===== src/rtl/pipe_ctrl_pkg.sv =====
// pipe_ctrl_pkg: shared types and constants for the pipeline stall/flush scheduler
package pipe_ctrl_pkg;
  typedef enum logic {ST_RUN, ST_MDU_WAIT} state_t;
  typedef enum logic [2:0] {C_NONE, C_FREEZE, C_MDU, C_FLUSH, C_LOADUSE} cause_t;
  localparam logic [4:0] REG_X0 = 5'd0;
endpackage


===== src/rtl/load_use_detect.sv =====
// load_use_detect: flags an ID-stage source that depends on a load currently in EX
//   in:  memread_e, rd_e, rs1_d, rs2_d, rs1_used_d, rs2_used_d
//   out: load_use
module load_use_detect
  import pipe_ctrl_pkg::*;
(
  input  logic       memread_e,
  input  logic [4:0] rd_e,
  input  logic [4:0] rs1_d,
  input  logic [4:0] rs2_d,
  input  logic       rs1_used_d,
  input  logic       rs2_used_d,
  output logic       load_use
);
  assign load_use = memread_e && rd_e != REG_X0 &&
                    ((rs1_used_d && rs1_d == rd_e) || (rs2_used_d && rs2_d == rd_e));
endmodule


===== src/rtl/pipe_stall_ctrl.sv =====
// pipe_stall_ctrl: central stall/flush scheduler combining memory wait, MDU, branch and load-use hazards
//   in:  clk, rst_n, memread_e, rd_e, rs1_d, rs2_d, rs1_used_d, rs2_used_d, pcsrc_e, mdu_op_e, mdu_done, dmem_ready
//   out: pc_write, if_id_write, if_id_flush, id_ex_write, id_ex_bubble, ex_mem_write, ex_mem_bubble,
//        mdu_start, stall_cnt, flush_cnt, err_mdu_timeout
module pipe_stall_ctrl
  import pipe_ctrl_pkg::*;
#(
  parameter int CNT_W       = 32,
  parameter int MDU_TIMEOUT = 64
) (
  input  logic             clk,
  input  logic             rst_n,
  input  logic             memread_e,
  input  logic [4:0]       rd_e,
  input  logic [4:0]       rs1_d,
  input  logic [4:0]       rs2_d,
  input  logic             rs1_used_d,
  input  logic             rs2_used_d,
  input  logic             pcsrc_e,
  input  logic             mdu_op_e,
  input  logic             mdu_done,
  input  logic             dmem_ready,
  output logic             pc_write,
  output logic             if_id_write,
  output logic             if_id_flush,
  output logic             id_ex_write,
  output logic             id_ex_bubble,
  output logic             ex_mem_write,
  output logic             ex_mem_bubble,
  output logic             mdu_start,
  output logic [CNT_W-1:0] stall_cnt,
  output logic [CNT_W-1:0] flush_cnt,
  output logic             err_mdu_timeout
);
  state_t      state, state_nx;
  cause_t      cause;
  logic        load_use, mdu_hold;
  logic [31:0] tmo_cnt;
  load_use_detect u_lud (
    .memread_e (memread_e),
    .rd_e      (rd_e),
    .rs1_d     (rs1_d),
    .rs2_d     (rs2_d),
    .rs1_used_d(rs1_used_d),
    .rs2_used_d(rs2_used_d),
    .load_use  (load_use)
  );
  always_ff @(posedge clk or negedge rst_n)
    if (!rst_n) state <= ST_RUN;
    else state <= state_nx;
  // a memory wait freezes the FSM along with every pipeline register
  always_comb
    state_nx = !dmem_ready ? state :
               state == ST_RUN ? (mdu_op_e ? ST_MDU_WAIT : ST_RUN) :
               (mdu_done ? ST_RUN : ST_MDU_WAIT);
  always_comb begin
    mdu_hold      = (state == ST_RUN && mdu_op_e) || (state == ST_MDU_WAIT && !mdu_done);
    cause         = !dmem_ready ? C_FREEZE : mdu_hold ? C_MDU : pcsrc_e ? C_FLUSH :
                    load_use ? C_LOADUSE : C_NONE;
    // in reset the pipeline free-runs so it can drain to NOPs
    pc_write      = !rst_n || cause == C_NONE || cause == C_FLUSH;
    if_id_write   = pc_write;
    if_id_flush   = rst_n && cause == C_FLUSH;
    id_ex_write   = !rst_n || !(cause == C_FREEZE || cause == C_MDU);
    id_ex_bubble  = rst_n && (cause == C_FLUSH || cause == C_LOADUSE);
    ex_mem_write  = !rst_n || cause != C_FREEZE;
    ex_mem_bubble = rst_n && cause == C_MDU;
    mdu_start     = rst_n && state == ST_RUN && mdu_op_e && dmem_ready;
  end
  always_ff @(posedge clk or negedge rst_n)
    if (!rst_n) begin
      stall_cnt       <= '0;
      flush_cnt       <= '0;
      tmo_cnt         <= '0;
      err_mdu_timeout <= 1'b0;
    end else begin
      if (!pc_write && stall_cnt != '1) stall_cnt <= stall_cnt + CNT_W'(1);
      if (if_id_flush && flush_cnt != '1) flush_cnt <= flush_cnt + CNT_W'(1);
      if (state == ST_RUN && state_nx == ST_MDU_WAIT) tmo_cnt <= '0;
      else if (state == ST_MDU_WAIT && tmo_cnt != '1) tmo_cnt <= tmo_cnt + 32'd1;
      if (MDU_TIMEOUT != 0 && state == ST_MDU_WAIT && tmo_cnt + 32'd1 == 32'(MDU_TIMEOUT))
        err_mdu_timeout <= 1'b1;
    end
endmodule


===== config.mk =====
export PLATFORM = sky130hd
export DESIGN_NAME = pipe_stall_ctrl
export DESIGN_NICKNAME = d
export VERILOG_FILES = /design/src/rtl/pipe_ctrl_pkg.sv /design/src/rtl/load_use_detect.sv /design/src/rtl/pipe_stall_ctrl.sv
export SDC_FILE = /design/constraint.sdc
export NUM_CORES = 1
export LEC_CHECK = 0
export CELL_PAD_IN_SITES_DETAIL_PLACEMENT = 1
export CELL_PAD_IN_SITES_GLOBAL_PLACEMENT = 1
export CORE_ASPECT_RATIO = 1.1
export CORE_MARGIN = 1
export CORE_UTILIZATION = 35
export CTS_BUF_LIST = sky130_fd_sc_hd__clkbuf_16
export DETAILED_ROUTE_END_ITERATION = 7
export PLACE_DENSITY_LB_ADDON = 0.1
export SYNTH_ARGS = -nofsm -noshare
export SYNTH_HDL_FRONTEND = slang
export SYNTH_SLANG_ARGS = --single-unit

===== constraint.sdc =====
create_clock -name clk -period 2.53 [get_ports clk]
set_input_delay 0.3795 -clock clk [delete_from_list [all_inputs] [get_ports clk]]
set_output_delay 0.3795 -clock clk [all_outputs]
set_load 0.05 [all_outputs]

==> results.toml, run 1 <==
[synth]
avgSynthCellArea_um2 = 9.450
synth.most_common_cell = "dfrtp_1"
ys_seq_elements = 98
synthTopCellsByArea = "dfrtp_1, xnor2_1, xor2_1"
synth-edff-count = 0
synthDistinctLibCells = 58
yosysSeqAreaShare = 0.4384
yosysTopAreaCellShare = 0.4384
synthTopCellsByCount = "dfrtp_1, nand2_1, nor2_1, nand3_1, xnor2_1"
synth_warnings = 0
syn_nets = 619
async_flop_share = 1.000
syn_inst = 592
yosysTopAreaCell = "dfrtp_1"
synth-main-ff-cell = "dfrtp_1"
netlist_area_um2 = 5594

[drt]
drt.antenna.violating_nets = 0
routed_via_density = 5.412
drc = 0
wl_met1_mm = 7.267
wl_met2_mm = 8.751
drt_iter0_drc = 237
wl_per_cell_um = 17.79
firstDrtPassIters = 4
dr_wl_met3_um = 441
highest_layer = "met4"
finalWirelength_mm = 16.63
dr_total_vias = 5060

[clock_tree]
postCtsHoldBufs = 0
cts.path.max_buffers = 2
cts_sinks = 98
clkSlewWorstSetupHoldPaths_ns = 0.08
cts_buffers = 9
cts_root_buf = "clkbuf_16"
cts_tree = "built"
clk_latency_ns = 0.35
cts.htree.levels = 3

[grt]
grt_start_max_net_pins = 54
antenna_found_initial = 0
overflow = 0
grt_pass1_vias = 5308
gr-usage-all-layers = 0.2161
grt_pass1_wl_mm = 27.88

[timing]
slew_viol_final = 0
slew_headroom = 0.5320
min_period_ns = 2.464
finalSetupViolCount = 0
hold_violations = 0
fin_crit_sh = 0.9738
fin_setup_tns_ns = 0
skew_ns = 0.007180
max_freq_ghz = 0.4059
worst_pin_slew_ns = 0.7020

[cells_and_area]
fillers = 1795
n_antenna_cell = 0
num-nets-final = 757
final_cell_area_um2 = 7468
drive_above_1_share = 0.1755
final_util = 0.4765
instances_no_fill = 935
synthToLayoutAreaGrowth_pct = 33.50

[floorplan]
die_w_um = 122.5
ios = 97
core_area_um2 = 15680
initial_core_util = 0.3569
dieArea_um2 = 16490
row_count = 48
die_y_um = 134.6

[worst_hold_path]
hold_path_class = "in2async"

[critical_path]
cp-start-kind = "input pin"
worst_ep_required_time_ns = 2.15
crit_type = "in2out"
r2r_slack_ns = 0.15
cp_cell_sequence = "clkdlybuf4s50_1 -> or4_4 -> o21ai_2 -> inv_1 -> a31o_2 -> nand2_2 -> buf_12"
crit_start = "rd_e[0]"
slowest_stage = "or4_4"
cp-end-kind = "output pin"
reg2reg_from = "tmo_cnt[7]"
crit_path_max_fanout = 3
cp_data_arrival_time_ns = 2.08
cpPeakStageDelay_ns = 0.55

[flow_run]
maxCapViolCount = 0

[power_and_ir_drop]
p_per_area_nw_per_um2 = 606.3
power.total_mw = 4.528
p_leak_nw = 3.170
ir_worst_vdd_uv = 324.0

[placed_design]
place_hpwl_mm = 12.45
io_buffer_count = 96
dp.cells = 917
gp_congestion = 0.8331
post_dp_cell_area_um2 = 7111

[status]
outcome = "complete, no violations"
cells in the final DEF (no fill, tap or decap), drive strengths merged, types with 14 or more instances in the layout:
master	Yosys	layout
xnor2	44	44
xor2	37	37
nor2	49	49
nand2	49	49
nand3	47	47
o21ai	42	42
o31ai	17	17
nor3	22	22
and4	14	14
and3	14	14
buf	19	66
nand4	31	31
nor4	17	17
clkdlybuf4s50	0	84
dfrtp	98	98
inv	14	17
kinds of logic (layout without fill, tap and decap cells):
group           count (synthesis)  after routing  synth area share
compound gates                 86             86           0.09551
buf+inv                        40            183           0.04563
simple gates                  279            279            0.2776
flops                          98             98            0.4384
mux                             5              5          0.009394
fa+ha+maj                       3              3          0.006711
xor+xnor                       81             81            0.1268
where the power goes:
part	leakage, nW	total [mW]	switching (mW)	internal [mW]
Clock	0.140	1.36	0.676	0.688
Sequential	1.31	1.85	0.161	1.69
Combinational	1.72	1.31	0.800	0.514
Total	3.17	4.53	1.64	2.89
flip-flops by register name, summed over array words and instances, names as in the netlist:
| signal | count |
|---|---|
| err_mdu_timeout | 1 |
| flush_cnt | 32 |
| stall_cnt | 32 |
| state | 1 |
| tmo_cnt | 32 |
worst max-delay path: cells and delay by family:
| family | cells | cell delay, ns |
|---|---|---|
| simple gates | 2 | 0.67 |
| buf+inv | 3 | 0.63 |
| compound gates | 2 | 0.40 |
final cells by class:
class	count	area (µm²)	share of cell area
repair buffers	153	1474	0.1974
clock inverters	7	61.31	0.008209
inverters	14	52.55	0.007036
clock buffers	9	225.2	0.03016
flip-flops and latches	98	2471	0.3309
multi-input cells	454	2934	0.3929
well taps	200	250.2	0.03351
through the flow:
step	worst slack, ns	hold WS [ns]
6_report	0.06631	0.04598
5_1_grt	-0.003333	0.05605
4_1_cts	0.004992	0.04028
3_5_place_dp	-0.1682	0.4221
3_3_place_gp	-0.05706	0.4137
2_1_floorplan	0.004441	0.08391
per-layer routing:
metal,global-route usage,vias to the layer above
li1,-,2405
met1,0.2694,2577
met2,0.3764,68
met3,0.04434,10
met4,0.05556,0
met5,0,-
path summary, 6_finish.rpt:
kind	to	cells past startpoint
worst max-delay path	if_id_write	7
worst min-delay path	stall_cnt[4]	2
worst max register to register	tmo_cnt[9]	8
worst min register to register	err_mdu_timeout	2
max in group asynchronous	stall_cnt[10]	3
min in group clk	err_mdu_timeout	2
what timing repair did:
| item | 4_1_cts | 5_1_grt |
|---|---|---|
| pin swaps | 0 | 2 |
| resized for setup | 4 | 14 |
| setup buffers | 0 | 2 |
| endpoints found under the setup margin | 3 | 29 |
No activity file was read; power rests on OpenSTA's default activity.
==> run 2, diff against run 1 <==
--- a/config.mk
+++ b/config.mk
@@ -16,3 +16,4 @@
 export SYNTH_ARGS = -nofsm -noshare
 export SYNTH_HDL_FRONTEND = slang
 export SYNTH_SLANG_ARGS = --single-unit
+export TNS_END_PERCENT = 1
==> constraint.sdc (replaced) <==
create_clock -name clk -period 2.1 [get_ports clk]
set_input_delay 0.315 -clock clk [delete_from_list [all_inputs] [get_ports clk]]
set_output_delay 0.315 -clock clk [all_outputs]
set_load 0.05 [all_outputs]
==> run 2 against run 1 <==
The run now ends with negative setup slack left. Sequential share of layout area fell by 4.3 points. Sequential cell count did not move. Critical path depth rose by 1. Worst setup slack got worse by 0.32 ns. Clock skew rose by 0.0017 ns. Clock power rose by 22%. Power rose by 33%. Register-to-register slack got worse by 0.40 ns. Critical endpoint is now err_mdu_timeout. Largest power group is now combinational cells.
==> results.toml, run 2 (synthesized netlist as in run 1, its figures left out) <==
[worst_hold_path]
hold_path_class = "in2async"

[timing]
slew_viol_final = 0
skew_ns = 0.008872
fin_setup_tns_ns = -1.394
holdWs_ns = 0.05840
worst_pin_slew_ns = 0.5535
layout_setup_ws_ns = -0.2506
slew_headroom = 0.6298
rsz0062_at_grt = "yes"
finalSetupViolCount = 35
min_period_ns = 2.351
hold_violations = 0
max_freq_ghz = 0.4254
fin_crit_sh = 1.119

[critical_path]
crit_type = "reg2reg"
cp_data_arrival_time_ns = 2.59
cp-start-kind = "register"
cp-end-kind = "register"
worst_ep_required_time_ns = 2.34
crit_path_max_fanout = 4
r2r_cells = 8

[floorplan]
die_w_um = 122.5
row_count = 48
ios = 97
die_y_um = 134.6
core_area_um2 = 15680
dieArea_um2 = 16490
initial_core_util = 0.3569

[cells_and_area]
final_cell_area_um2 = 8582
n_antenna_cell = 0
drive_above_1_share = 0.3169
final_cell_mix = "buf_4, dfrtp_1, clkdlybuf4s50_1"
final_util = 0.5475
synthToLayoutAreaGrowth_pct = 53.41
instances_no_fill = 1033
final_common_cell = "buf_4"
num-nets-final = 855
top_regs = "flush_cnt x32, stall_cnt x32, tmo_cnt x32"

[grt]
grt_start_max_net_pins = 34
met2_usage = 0.4535
overflow = 0
grt_pass1_wl_mm = 32.20
grt_pass1_vias = 6094
met3_usage = 0.03843
gr-usage-met1 = 0.3012
gr-usage-all-layers = 0.2528
busiest_layer = "met2"
antenna_found_initial = 0

[clock_tree]
clkSlewWorstSetupHoldPaths_ns = 0.08
cts_root_buf = "clkbuf_16"
cts.htree.levels = 3
cts_buffers = 9
clk_latency_ns = 0.36
cts_sinks = 98
cts.path.max_buffers = 2
cts_tree = "built"

[placed_design]
dp.cells = 1007
place_hpwl_mm = 13.84
pre_cts_slack_ns = -0.4710
gp_congestion = 0.8119
io_buffer_count = 96
post_dp_cell_area_um2 = 7819

[drt]
finalWirelength_mm = 19.51
drc = 0
firstDrtPassIters = 4
routed_via_density = 5.325
dr_total_vias = 5501
wl_per_cell_um = 18.89
drt_iter0_drc = 235
drt.antenna.violating_nets = 0

[status]
outcome = "finished, violations left"
violations = "negative setup slack"

[power_and_ir_drop]
p_leak_nw = 3.783
p_per_area_nw_per_um2 = 702.8
ir_worst_vdd_uv = 567.3
power.total_mw = 6.031

[flow_run]
maxCapViolCount = 0
## run 2: cell types whose count changed in the layout (fill, tap and decap cells not counted), sizes merged, moves of 2 or more
cell	previous run	this run
buf	66	163
clkdlybuf4s15	0	2
clkdlybuf4s50	84	81
clkinv	3	1
dlygate4sd3	0	2
inv	17	19
## run 2: final cells by class
class	count	area (µm²)
Multi-Input combinational cell	454	3222
Fill cell	1776	7093
Inverter	14	52.55
Tap cell	200	250.2
Sequential cell	98	2472
Timing Repair Buffer	251	2297
Clock buffer	9	225.2
Clock inverter	7	62.56
## run 2: path summary, 6_finish.rpt
path / slack, ns / to / start
max: -0.25 / err_mdu_timeout / tmo_cnt[1]
min: 0.06 / tmo_cnt[24] / rst_n
max reg2reg: -0.25 / err_mdu_timeout / tmo_cnt[1]
min reg2reg: 0.50 / err_mdu_timeout / err_mdu_timeout
max in group asynchronous: 1.17 / tmo_cnt[15] / rst_n
min in group clk: 0.50 / err_mdu_timeout / err_mdu_timeout
## run 2: metal layers
layer | wire length, µm | vias up
met4 | 450 | 0
met3 | 588 | 30
li1 | - | 2602
met1 | 8065 | 2777
met5 | 0 | -
met2 | 10410 | 92
## run 2: report_power, final
group / total [mW] / switching (mW) / internal [mW]
Combinational: 2.20 / 1.24 / 0.962
Clock: 1.66 / 0.824 / 0.833
Sequential: 2.17 / 0.137 / 2.03
## run 2: critical path: stages, from the launching register on
cell      delay [ns]
dfrtp_1         0.43
buf_6           0.12
and3_4          0.22
nand3_4         0.11
or3_4           0.39
buf_4           0.15
xor2_2          0.17
nand4b_1        0.22
o41ai_2         0.43
## run 2: repair_timing
action | 4_1_cts | 5_1_grt
cloned | 2 | 0
hold buffers | 2 | 0
pin swaps | 26 | 8
buffers inserted | 6 | 0
endpoints found under the hold margin | 13 | 0
gates resized for setup | 86 | 26
setup endpoints to repair | 67 | 72
==> edit (config.mk and constraints of run 2) <==
The parameter `CNT_W` goes from 32 to 64.
--- a/src/rtl/pipe_stall_ctrl.sv
+++ b/src/rtl/pipe_stall_ctrl.sv
@@ -5,7 +5,7 @@
 module pipe_stall_ctrl
   import pipe_ctrl_pkg::*;
 #(
-  parameter int CNT_W       = 32,
+  parameter int CNT_W       = 64,
   parameter int MDU_TIMEOUT = 64
 ) (
   input  logic             clk,
Interface: changed (resized flush_cnt and stall_cnt); port bits go from 97 to 161. The function was not compared with the original's and may differ.
==> edit against run 2 <==
The flow still finishes with violations (setup timing). Sequential cell count up 64. Sequential share of layout area down 0.44 points. Critical endpoint is now tmo_cnt[31]. Worst setup slack better by 38 ps. Final area up 68%. Total power up 50%. Global-route usage up 0.24 points. First-iteration DRC count up 62%. Area after synthesis up 61%. Clock skew up 8.6 ps. Wire length up 69%. Critical path type unchanged.
==> edit: results (changes against run 2) <==
\begin{tabular}{lr}
\hline
Metric & Value \\
\hline
\multicolumn{2}{l}{\textbf{GRT}} \\
Via count of the first global-routing pass & 9918 (+63\%) \\
Largest net degree at the start of global routing & 68 (+100\%) \\
Antenna violations before repair & 1 (+1) \\
Wire length of the first global-routing pass & 52.8 mm (+64\%) \\
GRT Overall Usage & 25.5\% (+0.24 points) \\
\multicolumn{2}{l}{\textbf{Cells and area}} \\
Largest registers & flush\_cnt: 64 flops, stall\_cnt: 64 flops, tmo\_cnt: 32 flops \\
Final layout net count & 1396 (+63\%) \\
Fraction of layout instances using a drive strength above 1 & 35.2\% (+3.5 points) \\
\multicolumn{2}{l}{\textbf{Timing}} \\
Final worst clock skew & 17.5 ps (+8.64 ps) \\
Min setup slack post-route & -212 ps (+38.5 ps) \\
Setup violations, final & 96 (+170\%) \\
Measured slew at the worst slew-check pin & 922 ps (+369 ps) \\
Total negative setup slack & -11230 ps (-9830 ps) \\
\multicolumn{2}{l}{\textbf{Worst setup path}} \\
Cell family with most CP delay & simple AND/OR/NAND/NOR gates \\
Crit path largest cell delay & 520 ps (+90 ps) \\
Library cell contributing the largest single delay on the critical path & or4\_4 \\
Maximum fanout encountered on the critical timing path & 12 (+8) \\
Arrival @ worst endpoint & 2680 ps (+90 ps) \\
\multicolumn{2}{l}{\textbf{Detailed routing}} \\
Detailed-route wire length & 32.9 mm (+69\%) \\
Drt initial violations & 381 (+62\%) \\
Detailed-routing iteration count for the pre-antenna-repair pass & 5 (+1) \\
ANT nets after route & 0 (unchanged) \\
Number of vias in the routed layout & 9103 (+65\%) \\
\multicolumn{2}{l}{\textbf{Synth}} \\
Register area share after synthesis & 45.0\% (+1.2 points) \\
Post-synth cell types & 70 (+21\%) \\
Biggest area contributors in the synthesized netlist & dfrtp\_1 45\%, xnor2\_1 7.3\%, xor2\_1 6.8\%, nand4\_1 5.2\%, nand3\_1 3.4\% \\
Syn Nets & 961 (+55\%) \\
Synth cell count leaders & 162 x dfrtp\_1, 75 x nand4\_1, 75 x xnor2\_1 \\
Count of warnings emitted by yosys & 0 (unchanged) \\
\multicolumn{2}{l}{\textbf{Status}} \\
Outcome & finished, violations left \\
Violated checks & setup timing \\
\multicolumn{2}{l}{\textbf{Clocking}} \\
H-tree depth & 4 (+1) \\
Clk pin slew, worst setup/hold paths & 80 ps (about the same) \\
Clock latency at the later pin of the worst-skew pair & 440 ps (+80 ps) \\
Cts bufs inserted & 17 (+8) \\
Maximum number of buffers from clock root to sink & 2 (unchanged) \\
\multicolumn{2}{l}{\textbf{Power}} \\
VDD IR-drop max & 0.000359 V (-37\%) \\
Static Leak & 6.57 nW (+74\%) \\
\multicolumn{2}{l}{\textbf{Placed design}} \\
Pre-CTS setup slack & -580 ps (-109 ps) \\
Final HPWL from detailed placement & 23.6 mm (+70\%) \\
GPL Wtd Cong & 0.887 (+9.2\%) \\
Port buffer count & 160 (+67\%) \\
\hline
\end{tabular}
==> edit: report_power, final <==
| part | switching, mW | internal, mW |
|---|---|---|
| Sequential | 0.133 | 3.32 |
| Clock | 1.51 | 1.58 |
| Combinational | 1.49 | 1.02 |
==> edit: what timing repair did <==
item | 4_1_cts | 5_1_grt
resized for setup | 84 | 76
gates cloned | 2 | 0
hold buffers | 2 | 0
hold endpoints to repair | 17 | 0
setup endpoints to repair | 125 | 171
buffers inserted | 10 | 4
pin swaps | 37 | 18
==> edit: cell type report <==
type / instances / area (um^2)
Antenna cell: 1 / 2.50
Clock buffer: 17 / 425
Clock inverter: 15 / 146
Fill cell: 2804 / 10800
Inverter: 11 / 41.3
Multi-Input combinational cell: 708 / 5120
Sequential cell: 162 / 4090
Tap cell: 346 / 433
Timing Repair Buffer: 469 / 4160
==> edit: metal layers <==
layer  wire length, um  global-route usage (%)  vias up  part of all wire (%)
li1                  -                       -     4287                     -
met1             13700                    30.6     4640                    42
met2             17600                    46.7      142                    53
met3              1120                    4.05       34                   3.4
met4               506                    7.62        0                   1.5
met5                 0                       0        -                     0
==> edit: kinds of logic (layout without fill, tap and decap cells) <==
kind of cell | count (synthesis) | count (layout) | share of synthesized area (%)
AOI/OAI and AO/OA | 96 | 96 | 7.32
xor gates and xnor gates | 145 | 145 | 14.1
adders and majority gates | 3 | 3 | 0.417
buffers and inverters | 64 | 512 | 3.38
DFF | 162 | 162 | 45.0
muxes | 6 | 6 | 0.736
other | 0 | 1 | 0
and+or+nand+nor | 458 | 458 | 29.0
==> edit: worst register-to-register path: stages (launching register included) <==
cell and delay (ps):
dfrtp_1 430, nand4_1 170, or4_4 520, buf_6 140, o41ai_4 220, buf_4 220
and2_4 180, buf_12 140, o21bai_1 110, a22o_1 140
==> edit: stage by stage <==
step / hold WS [ps] / instances / cell area (um^2)
2_1_floorplan: 19.4 / 934 / 9050
3_3_place_gp: 309 / 1679 / 13100
3_5_place_dp: 315 / 1679 / 13100
4_1_cts: 37.9 / 1724 / 14000
5_1_grt: 85.4 / 1728 / 14400
6_report: 35.5 / 1729 / 14400
==> edit: final timing paths <==
| path | from | end | slack [ps] | cells after the start |
|---|---|---|---|---|
| worst max-delay path | tmo_cnt[6] | tmo_cnt[31] | -210 | 9 |
| worst min-delay path | rst_n | flush_cnt[15] | 40 | 2 |
| worst min register to register | flush_cnt[60] | flush_cnt[60] | 500 | 1 |
| min in group clk | flush_cnt[60] | flush_cnt[60] | 500 | 1 |
| max in group asynchronous | rst_n | stall_cnt[50] | 820 | 4 |
| worst max register to register | tmo_cnt[6] | tmo_cnt[31] | -210 | 9 |
